**src/rtl/npu_pkg.sv**
```systemverilog
// Shared definitions for the NPU elementwise ALU: widths, opcodes, FSM states
// and the signed 8-bit saturation helper.
package npu_pkg;
    localparam int DATA_W = 8;
    localparam int RAW_W  = 17;

    localparam logic [2:0] OP_ADD     = 3'd0;
    localparam logic [2:0] OP_SUB     = 3'd1;
    localparam logic [2:0] OP_MUL     = 3'd2;
    localparam logic [2:0] OP_MAX     = 3'd3;
    localparam logic [2:0] OP_MIN     = 3'd4;
    localparam logic [2:0] OP_RELU    = 3'd5;
    localparam logic [2:0] OP_PASSA   = 3'd6;
    localparam logic [2:0] OP_ABSDIFF = 3'd7;

    localparam logic signed [RAW_W-1:0] SAT_HI = 17'sd127;
    localparam logic signed [RAW_W-1:0] SAT_LO = -17'sd128;

    typedef enum logic [1:0] {
        ST_IDLE,
        ST_RUN,
        ST_DRAIN,
        ST_DONE
    } state_e;

    function automatic logic signed [DATA_W-1:0] sat8(input logic signed [RAW_W-1:0] x);
        if (x > SAT_HI) return SAT_HI[DATA_W-1:0];
        if (x < SAT_LO) return SAT_LO[DATA_W-1:0];
        return x[DATA_W-1:0];
    endfunction
endpackage

```
**src/rtl/npu_ew_op.sv**
```systemverilog
// First pipeline stage: combinational elementwise op on A/B, registered as a
// 17-bit unsaturated result together with its valid bit.
module npu_ew_op
    import npu_pkg::*;
(
    input  logic                     CLK,
    input  logic                     rst_x,
    input  logic                     acc,
    input  logic [2:0]               op,
    input  logic signed [DATA_W-1:0] a,
    input  logic signed [DATA_W-1:0] b,
    output logic                     vld_q,
    output logic signed [RAW_W-1:0]  raw_q
);
    logic signed [RAW_W-1:0] ax, bx, diff, res, raw_d;

    always_comb begin
        ax   = {{(RAW_W-DATA_W){a[DATA_W-1]}}, a};
        bx   = {{(RAW_W-DATA_W){b[DATA_W-1]}}, b};
        diff = ax - bx;
        case (op)
            OP_ADD:     res = ax + bx;
            OP_SUB:     res = diff;
            OP_MUL:     res = ax * bx;
            OP_MAX:     res = (ax > bx) ? ax : bx;
            OP_MIN:     res = (ax < bx) ? ax : bx;
            OP_RELU:    res = ax[RAW_W-1] ? '0 : ax;
            OP_PASSA:   res = ax;
            default:    res = diff[RAW_W-1] ? -diff : diff;
        endcase
        raw_d = acc ? res : raw_q;
    end

    always_ff @(posedge CLK or negedge rst_x) begin
        if (!rst_x) begin
            vld_q <= 1'b0;
            raw_q <= '0;
        end else begin
            vld_q <= acc;
            raw_q <= raw_d;
        end
    end
endmodule

```
**src/rtl/npu_ew_alu.sv**
```systemverilog
// Elementwise ALU at the tail of the local-memory stream: run FSM, beat
// counters, operand-valid delay line and the shift/saturate output stage.
module npu_ew_alu
    import npu_pkg::*;
#(
    parameter int LEN    = 1024,
    parameter int IN_LAT = 2
) (
    input  logic              CLK,
    input  logic              rst_x,
    input  logic [2:0]        OPCODE,
    input  logic [2:0]        SHIFT,
    input  logic              NPU_EN,
    input  logic [DATA_W-1:0] A_RDATA,
    input  logic [DATA_W-1:0] B_RDATA,
    output logic              LM_EN,
    output logic [DATA_W-1:0] C_WDATA,
    output logic              BUSY,
    output logic              DONE
);
    localparam int               CNT_W  = $clog2(LEN) + 1;
    localparam logic [CNT_W-1:0] LEN_C  = CNT_W'(LEN);
    localparam logic [CNT_W-1:0] LAST_C = CNT_W'(LEN - 1);

    state_e            state_q, state_d;
    logic              en_q;
    logic [IN_LAT-1:0] vld_pipe_q, vld_pipe_d;
    logic [2:0]        op_q, op_d, shift_q, shift_d;
    logic [CNT_W-1:0]  acc_cnt_q, acc_cnt_d, out_cnt_q, out_cnt_d;
    logic              done_q, done_d, lm_en_q, lm_en_d;
    logic [DATA_W-1:0] c_q, c_d;
    logic              in_valid, rise, last_out, start, accept, s1_vld;
    logic signed [RAW_W-1:0] s1_raw, s2_shr;

    assign in_valid = vld_pipe_q[IN_LAT-1];
    assign rise     = NPU_EN & ~en_q;
    assign last_out = lm_en_q && (out_cnt_q == LAST_C);
    // A rise landing on the final write beat chains straight into the next run.
    assign start    = rise && (state_q == ST_IDLE || state_q == ST_DONE ||
                               (state_q == ST_DRAIN && last_out));
    assign accept   = (state_q == ST_RUN) && in_valid && (acc_cnt_q < LEN_C);

    always_comb begin
        state_d   = state_q;
        op_d      = op_q;
        shift_d   = shift_q;
        acc_cnt_d = acc_cnt_q + CNT_W'(accept);
        out_cnt_d = out_cnt_q + CNT_W'(lm_en_q);
        done_d    = done_q;
        case (state_q)
            ST_RUN:   if (accept && acc_cnt_q == LAST_C) state_d = ST_DRAIN;
            ST_DRAIN: if (last_out) begin
                          state_d = ST_DONE;
                          done_d  = 1'b1;
                      end
            default:  ;
        endcase
        if (start) begin
            state_d   = ST_RUN;
            op_d      = OPCODE;
            shift_d   = SHIFT;
            acc_cnt_d = '0;
            out_cnt_d = '0;
            done_d    = 1'b0;
        end
    end

    always_comb begin
        vld_pipe_d = '0;
        if (state_q != ST_IDLE || start) begin
            vld_pipe_d[0] = NPU_EN;
            for (int i = 1; i < IN_LAT; i++) vld_pipe_d[i] = vld_pipe_q[i-1];
        end
    end

    npu_ew_op u_op (
        .CLK   (CLK),
        .rst_x (rst_x),
        .acc   (accept),
        .op    (op_q),
        .a     (A_RDATA),
        .b     (B_RDATA),
        .vld_q (s1_vld),
        .raw_q (s1_raw)
    );

    always_comb begin
        s2_shr  = (op_q == OP_MUL) ? (s1_raw >>> shift_q) : s1_raw;
        lm_en_d = s1_vld;
        c_d     = s1_vld ? sat8(s2_shr) : c_q;
    end

    always_ff @(posedge CLK or negedge rst_x) begin
        if (!rst_x) begin
            state_q    <= ST_IDLE;
            en_q       <= 1'b0;
            vld_pipe_q <= '0;
            op_q       <= '0;
            shift_q    <= '0;
            acc_cnt_q  <= '0;
            out_cnt_q  <= '0;
            done_q     <= 1'b0;
            lm_en_q    <= 1'b0;
            c_q        <= '0;
        end else begin
            state_q    <= state_d;
            en_q       <= NPU_EN;
            vld_pipe_q <= vld_pipe_d;
            op_q       <= op_d;
            shift_q    <= shift_d;
            acc_cnt_q  <= acc_cnt_d;
            out_cnt_q  <= out_cnt_d;
            done_q     <= done_d;
            lm_en_q    <= lm_en_d;
            c_q        <= c_d;
        end
    end

    assign LM_EN   = lm_en_q;
    assign C_WDATA = c_q;
    assign BUSY    = (state_q == ST_RUN) || (state_q == ST_DRAIN);
    assign DONE    = done_q;
endmodule
```
**config.mk**
```make
export PLATFORM = sky130hd
export DESIGN_NAME = npu_ew_alu
export DESIGN_NICKNAME = d
export VERILOG_FILES = /design/src/rtl/npu_pkg.sv /design/src/rtl/npu_ew_op.sv /design/src/rtl/npu_ew_alu.sv
export SDC_FILE = /design/constraint.sdc
export NUM_CORES = 1
export LEC_CHECK = 0
export ABC_CLOCK_PERIOD_IN_PS = 7100
export CAP_MARGIN = 20
export CORE_UTILIZATION = 42
export CTS_CLUSTER_DIAMETER = 120
export DETAILED_ROUTE_END_ITERATION = 8
export HOLD_SLACK_MARGIN = 0.12
export PLACE_DENSITY = 0.57
export SYNTH_ARGS = -nofsm -noshare
export SYNTH_HDL_FRONTEND = slang
export SYNTH_SLANG_ARGS = --single-unit
```
**constraint.sdc**
```tcl
create_clock -name CLK -period 7.1 [get_ports CLK]
set_input_delay 1.065 -clock CLK [delete_from_list [all_inputs] [get_ports CLK]]
set_output_delay 1.065 -clock CLK [all_outputs]
set_load 0.1 [all_outputs]
```
=== Word level (Yosys, flattened, before mapping) ===
Index checks and enable logic that the tools add are counted.

* Bits in registers: 61
* Word-level logic and storage cells: 80
* Output and inout port bits: 11

* $add $sub $neg: 5
* $lt $le $gt $ge: 5
* Reduce and logical (&&, ||, !) cells: 18
* Bitwise operators: 2
* $mul: 1
* Muxes and demuxes: 23
* Shift-type cells: 1
* Equal/unequal tests: 13

{| class="wikitable"
|+ Operators by type and width
! kind !! number
|-
| case mux 17 bit (7 select lines) || 1
|-
| two-way mux 17 bit || 4
|-
| two-way mux 8 bit || 4
|-
| adder 11 x 1 -> 11 bit || 2
|-
| == test 11 x 10 -> 1 bit (second input constant) || 2
|-
| two-way mux 11 bit || 2
|-
| greater-than comparator 17 x 8 -> 1 bit (second input constant) || 1
|-
| less-than comparator 17 x 8 -> 1 bit (second input constant) || 1
|-
| negator 17 bit || 1
|-
| >>> shifter 17 x 3 -> 17 bit || 1
|-
| multiplier 8 x 8 -> 16 bit || 1
|-
| less-than comparator 11 bit (second input constant) || 1
|-
| adder 8 x 8 -> 9 bit || 1
|-
| == test 3 bit (second input constant) || 3
|-
| subtractor 8 x 8 -> 9 bit || 1
|-
| greater-than comparator 8 bit || 1
|-
| less-than comparator 8 bit || 1
|-
| two-way mux 2 bit || 4
|-
| two-way mux 7 bit || 1
|-
| == test 3 x 2 -> 1 bit (second input constant) || 2
|-
| logical AND 1 bit || 6
|-
| two-way mux 1 bit || 6
|-
| nonzero test 2 bit || 3
|-
| == test 2 bit (second input constant) || 2
|-
| 13 further kinds || 16
|}

=== Longest topological paths before layout ===
* Depth after elaboration: 7
* Gate-level depth with buffers: 19

=== By module ===
A second synthesis with hierarchy kept.

* Cells, all modules: 862
* Area total of the unflattened synthesis: 7631.1 um^2

{| class="wikitable"
|+ Modules (own cells, without submodules)
! module !! area each (um^2) !! times used !! sequential area each (um^2) !! cells each
|-
| npu_ew_op || 4784.6 || 1 || 450.4 || 580
|-
| npu_ew_alu || 2846.5 || 1 || 1076.0 || 282
|}

=== Least setup slack after synthesis ===
OpenSTA, ideal clock, no wires.

* Path type: in2reg
* From: in A_RDATA[3]
* To: reg u_op.raw_q[15]
* Path slack: 1.880 ns
* Stages on the path: 18
* Library setup time: 0.135 ns
* Arrival time: 5.085 ns
* Required time: 6.965 ns
* Cells stage by stage: clkbuf_1 and2_1 fa_1 inv_1 fa_1 inv_1 fa_1 inv_1 fa_1 inv_1 ha_1 or3_1 o211ai_1 nand3_1 o41ai_1 xnor2_1 a2bb2oi_1 o21ai_0

* Longest elaborated chain between the ends: 4
* Elaborated cells on any way between the ends: 10
* Classes of those cells: 3 x add/sub; 1 x mul; 2 x order compare; 4 x mux

{| class="wikitable"
|+ RTL lines
! item !! RTL line !! text
|-
| from (decl) || npu_ew_alu.sv:14 || <nowiki>input logic [DATA_W-1:0] A_RDATA,</nowiki>
|-
| subtractor 8 x 8 -> 9 bit || npu_ew_op.sv:20 || <nowiki>diff = ax - bx;</nowiki>
|-
| negator 17 bit || npu_ew_op.sv:29 || <nowiki>default: res = diff[RAW_W-1] ? -diff : diff;</nowiki>
|-
| two-way mux 17 bit || npu_ew_op.sv:29 ||
|-
| case mux 17 bit (7 select lines) (*) || npu_ew_op.sv:21 || <nowiki>case (op)</nowiki>
|-
| to (signal assigned) || npu_ew_op.sv:40 || <nowiki>raw_q <= raw_d;</nowiki>
|-
| to (decl) || npu_ew_op.sv:13 || <nowiki>output logic signed [RAW_W-1:0] raw_q</nowiki>
|}

Mark *: on every way between the ends. The rest lies on a longest branch, timed or not.
A chain may end at the register's enable or synchronous reset.

=== Worst setup path in the final report ===
* From: in B_RDATA[7]
* To: reg u_op.raw_q[15]

* Longest elaborated chain between the ends: 4
* Elaborated cells on any way between the ends: 10
* Classes of those cells: 3 x add/sub; 1 x mul; 2 x order compare; 4 x mux

{| class="wikitable"
|+ RTL lines
! item !! RTL line !! text
|-
| from (decl) || npu_ew_alu.sv:15 || <nowiki>input logic [DATA_W-1:0] B_RDATA,</nowiki>
|-
| subtractor 8 x 8 -> 9 bit || npu_ew_op.sv:20 ||
|-
| negator 17 bit || npu_ew_op.sv:29 ||
|-
| two-way mux 17 bit || npu_ew_op.sv:29 ||
|-
| case mux 17 bit (7 select lines) (*) || npu_ew_op.sv:21 ||
|}

Marks and branches as above.

==> out/summary.txt <==
Placement row count: 47
Hold WC Path Type: reg -> reg
Seq/Total Area, Yosys: 20.9%
Post-cts resize count: 0
Async SR Flop Fraction: 100%
Ys flop type: dfrtp_1
Fmax: 161 MHz
Hold_buf cts: 0
Max-cap violations: 0
Ports: 36
Final WL: 18,800 µm
Synthesized area: 7300 µm²
Die Height: 134 µm
TritonCTS buffer count: 9
Crit path max fanout: 9
Cell variety after synth: 74
Initial cell density of the core: 43.6%
Initial detailed-routing violation count: 336
Post-synth EDFFs: 0
Crit start category: input port
Synth top cells by count: 108 x inv_1, 82 x nor2_1, 80 x nand2_1
Max VDD drop: 0.000135 V
Adder-cell share of the synthesized area: 25.2%
Critical path arrival: 6390 ps
Most used cell, CP: fa_1
GRT overflow: 0
CP cell instances: clkdlybuf4s50_1, clkinv_1, nor2_1, fa_1, fa_1, fa_1, inv_1, fa_1, inv_1, ha_1, or3_1, o211ai_1, nand3_1, o41ai_1, xnor2_1, a2bb2oi_1, o21ai_0
First-pass GRT wire length: 31,700 µm
DP Worst Slack: 616 ps
Inserted Diodes: 0
Number of buffers added on ports: 35
Synth area leaders: dfrtp_1 21%, fa_1 16%, ha_1 9.6%, inv_1 5.6%, nor2_1 4.2%
Clock Sinks: 61
Net Count, Synth: 984
Final Max Tran Viols: 0
Wirelength per Cell: 17.3 µm
Final setup viols: 0
Dpl hpwl: 14,800 µm
DRC Markers: 0
Status: complete, no violations
Final #Nets: 1,001
Clock-pin slew on the worst setup and hold paths: 50 ps
Post-synth top area cell: dfrtp_1
Crit path setup slack, layout: 908 ps
RePlAce Congestion: 0.916
Endpoints failing hold: 0
Clock buffer depth: 2
Vias in the first global route: 6,268
Die ar.: 17,900 µm²
Leakage power: 3.58 nW
Area Growth Syn to Fin: 10.5%
Chip Width: 134 µm
Dominant combinational cell family by area after synthesis: adder cells
CTS tree: built
Synthesis-stage register bit count: 61
Skew final: 5.61 ps
Post-Synth XOR/XNOR Area: 5.64%
Critical Path Start: B_RDATA[7]
Hold wc startpoint: DONE
Ys Warns: 0
Clk_lat worst skew: 320 ps
Core region area: 16,800 µm²
Setup Total Neg Slack: 0 ps
CP max-delay cell: clkdlybuf4s50_1
Mux contribution to synthesized area: 5.81%
Total track usage: 22.4%
H-tree depth: 3
Worst slew pin tran: 966 ps
FF-to-FF Start: shift_q[0]
Largest net degree at the start of global routing: 62
Vias: 6,123
Synth Area in Simple Gates: 18.5%
Top-count cell post-synth: inv_1
Unrepaired setup endpoints after global routing: no
CP Capture Type: flip-flop
Pwr per Cell Area: 205 nW/µm²
Pre-antenna DRT Iters: 4
Worst EP required: 7290 ps
Syn Inst Count: 846
Compound-Gate Fraction of Synth Area: 15.9%
Post-CTS setup buffers: 0
Slew headroom: 35.4%
CP peak stage delay: 720 ps
Antenna Violating Nets Remaining: 0
Period utilization: 87.2%
Initial antenna violation count: 0
Proportion of layout cells with a drive suffix above 1: 6.11%
Final min period: 6190 ps
Area share of the largest cell type after synthesis: 20.9%
Mean area per synthesized cell: 8.63 µm²
CTS Root Cell: clkbuf_16
Critical setup path kind: in -> reg
Via/cell ratio: 5.63
## registers in the layout, summed over array words and instances (netlist names)
name        count
shift_q         3
u_op.raw_q     17
LM_EN           1
op_q            3
en_q            1
acc_cnt_q      11
u_op.vld_q      1
state_q         2
DONE            1
out_cnt_q      11
C_WDATA         8
vld_pipe_q      2
## critical path, delay by kind of cell
family,cells,cell delay [ps]
fa+ha+maj,5,2300
buf+inv,4,1270
simple gates,3,810
compound gates,4,810
xor+xnor,1,130
## cells by family after synthesis
group,after synthesis
AND/OR/NAND/NOR,279
AO/OA/AOI/OAI,170
adder cells (fa/ha/maj),113
multiplexers,29
XOR/XNOR,47
flip-flops,61
buffers and inverters,147
## cells in the final DEF, fill, tap and decap left out, drive strengths merged, types with 7 or more instances in the layout
master / count
xnor2: 26
a211oi: 9
clkdlybuf4s50: 34
o21ai: 30
a21o: 7
mux2: 7
a221oi: 7
o211ai: 14
fa: 57
mux4: 10
clkbuf: 13
dfrtp: 61
a31oi: 8
nand2: 80
a21oi: 46
nor2: 82
nand2b: 9
nand3: 25
buf: 9
ha: 56
and2: 33
mux2i: 12
nor3: 10
inv: 108
o22ai: 8
or3: 7
xor2: 21
## metal layers
layer | up-vias | part of all wire (%) | GRT usage, %
met1 | 2985 | 44 | 28.7
met5 | - | 0 | 0
li1 | 2909 | - | -
met4 | 0 | 3.7 | 10.0
met3 | 43 | 4.5 | 2.49
met2 | 186 | 48 | 38.0
## path summary, 6_finish.rpt
path / endpoint / cells past startpoint / slack [ps]
worst max-delay path: u_op.raw_q[15] / 17 / 910
worst min-delay path: DONE / 2 / 520
worst max register to register: C_WDATA[6] / 7 / 4190
worst min register to register: DONE / 2 / 520
max in group asynchronous: u_op.raw_q[4] / 2 / 5680
min in group asynchronous: out_cnt_q[6] / 2 / 900
## per-stage QoR
stage	hold slack, ps	instances	utilization, %	power (mW)	cell area, µm²
4_1_cts	521	1087	48.2	1.67	8070
3_5_place_dp	512	1072	46.6	1.28	7810
5_1_grt	535	1087	48.2	1.81	8070
3_3_place_gp	502	1072	46.6	1.26	7810
2_1_floorplan	352	846	-	1.07	7300
6_report	517	1087	48.2	1.66	8070
## where the power goes
group	internal (mW)	total [mW]	switching, mW
registers	0.353	0.360	0.00637
logic	0.387	0.916	0.529
clock network	0.242	0.380	0.138
total	0.982	1.66	0.673
## layout make-up
cell class	instances	area (µm²)
Clock inverter	2	10.0
Inverter	110	413
Fill cell	1638	8690
Timing Repair Buffer	43	405
Sequential cell	61	1530
Tap cell	220	275
Multi-Input combinational cell	638	5190
Clock buffer	13	250
Note: power is estimated with default switching activity, not from simulation.
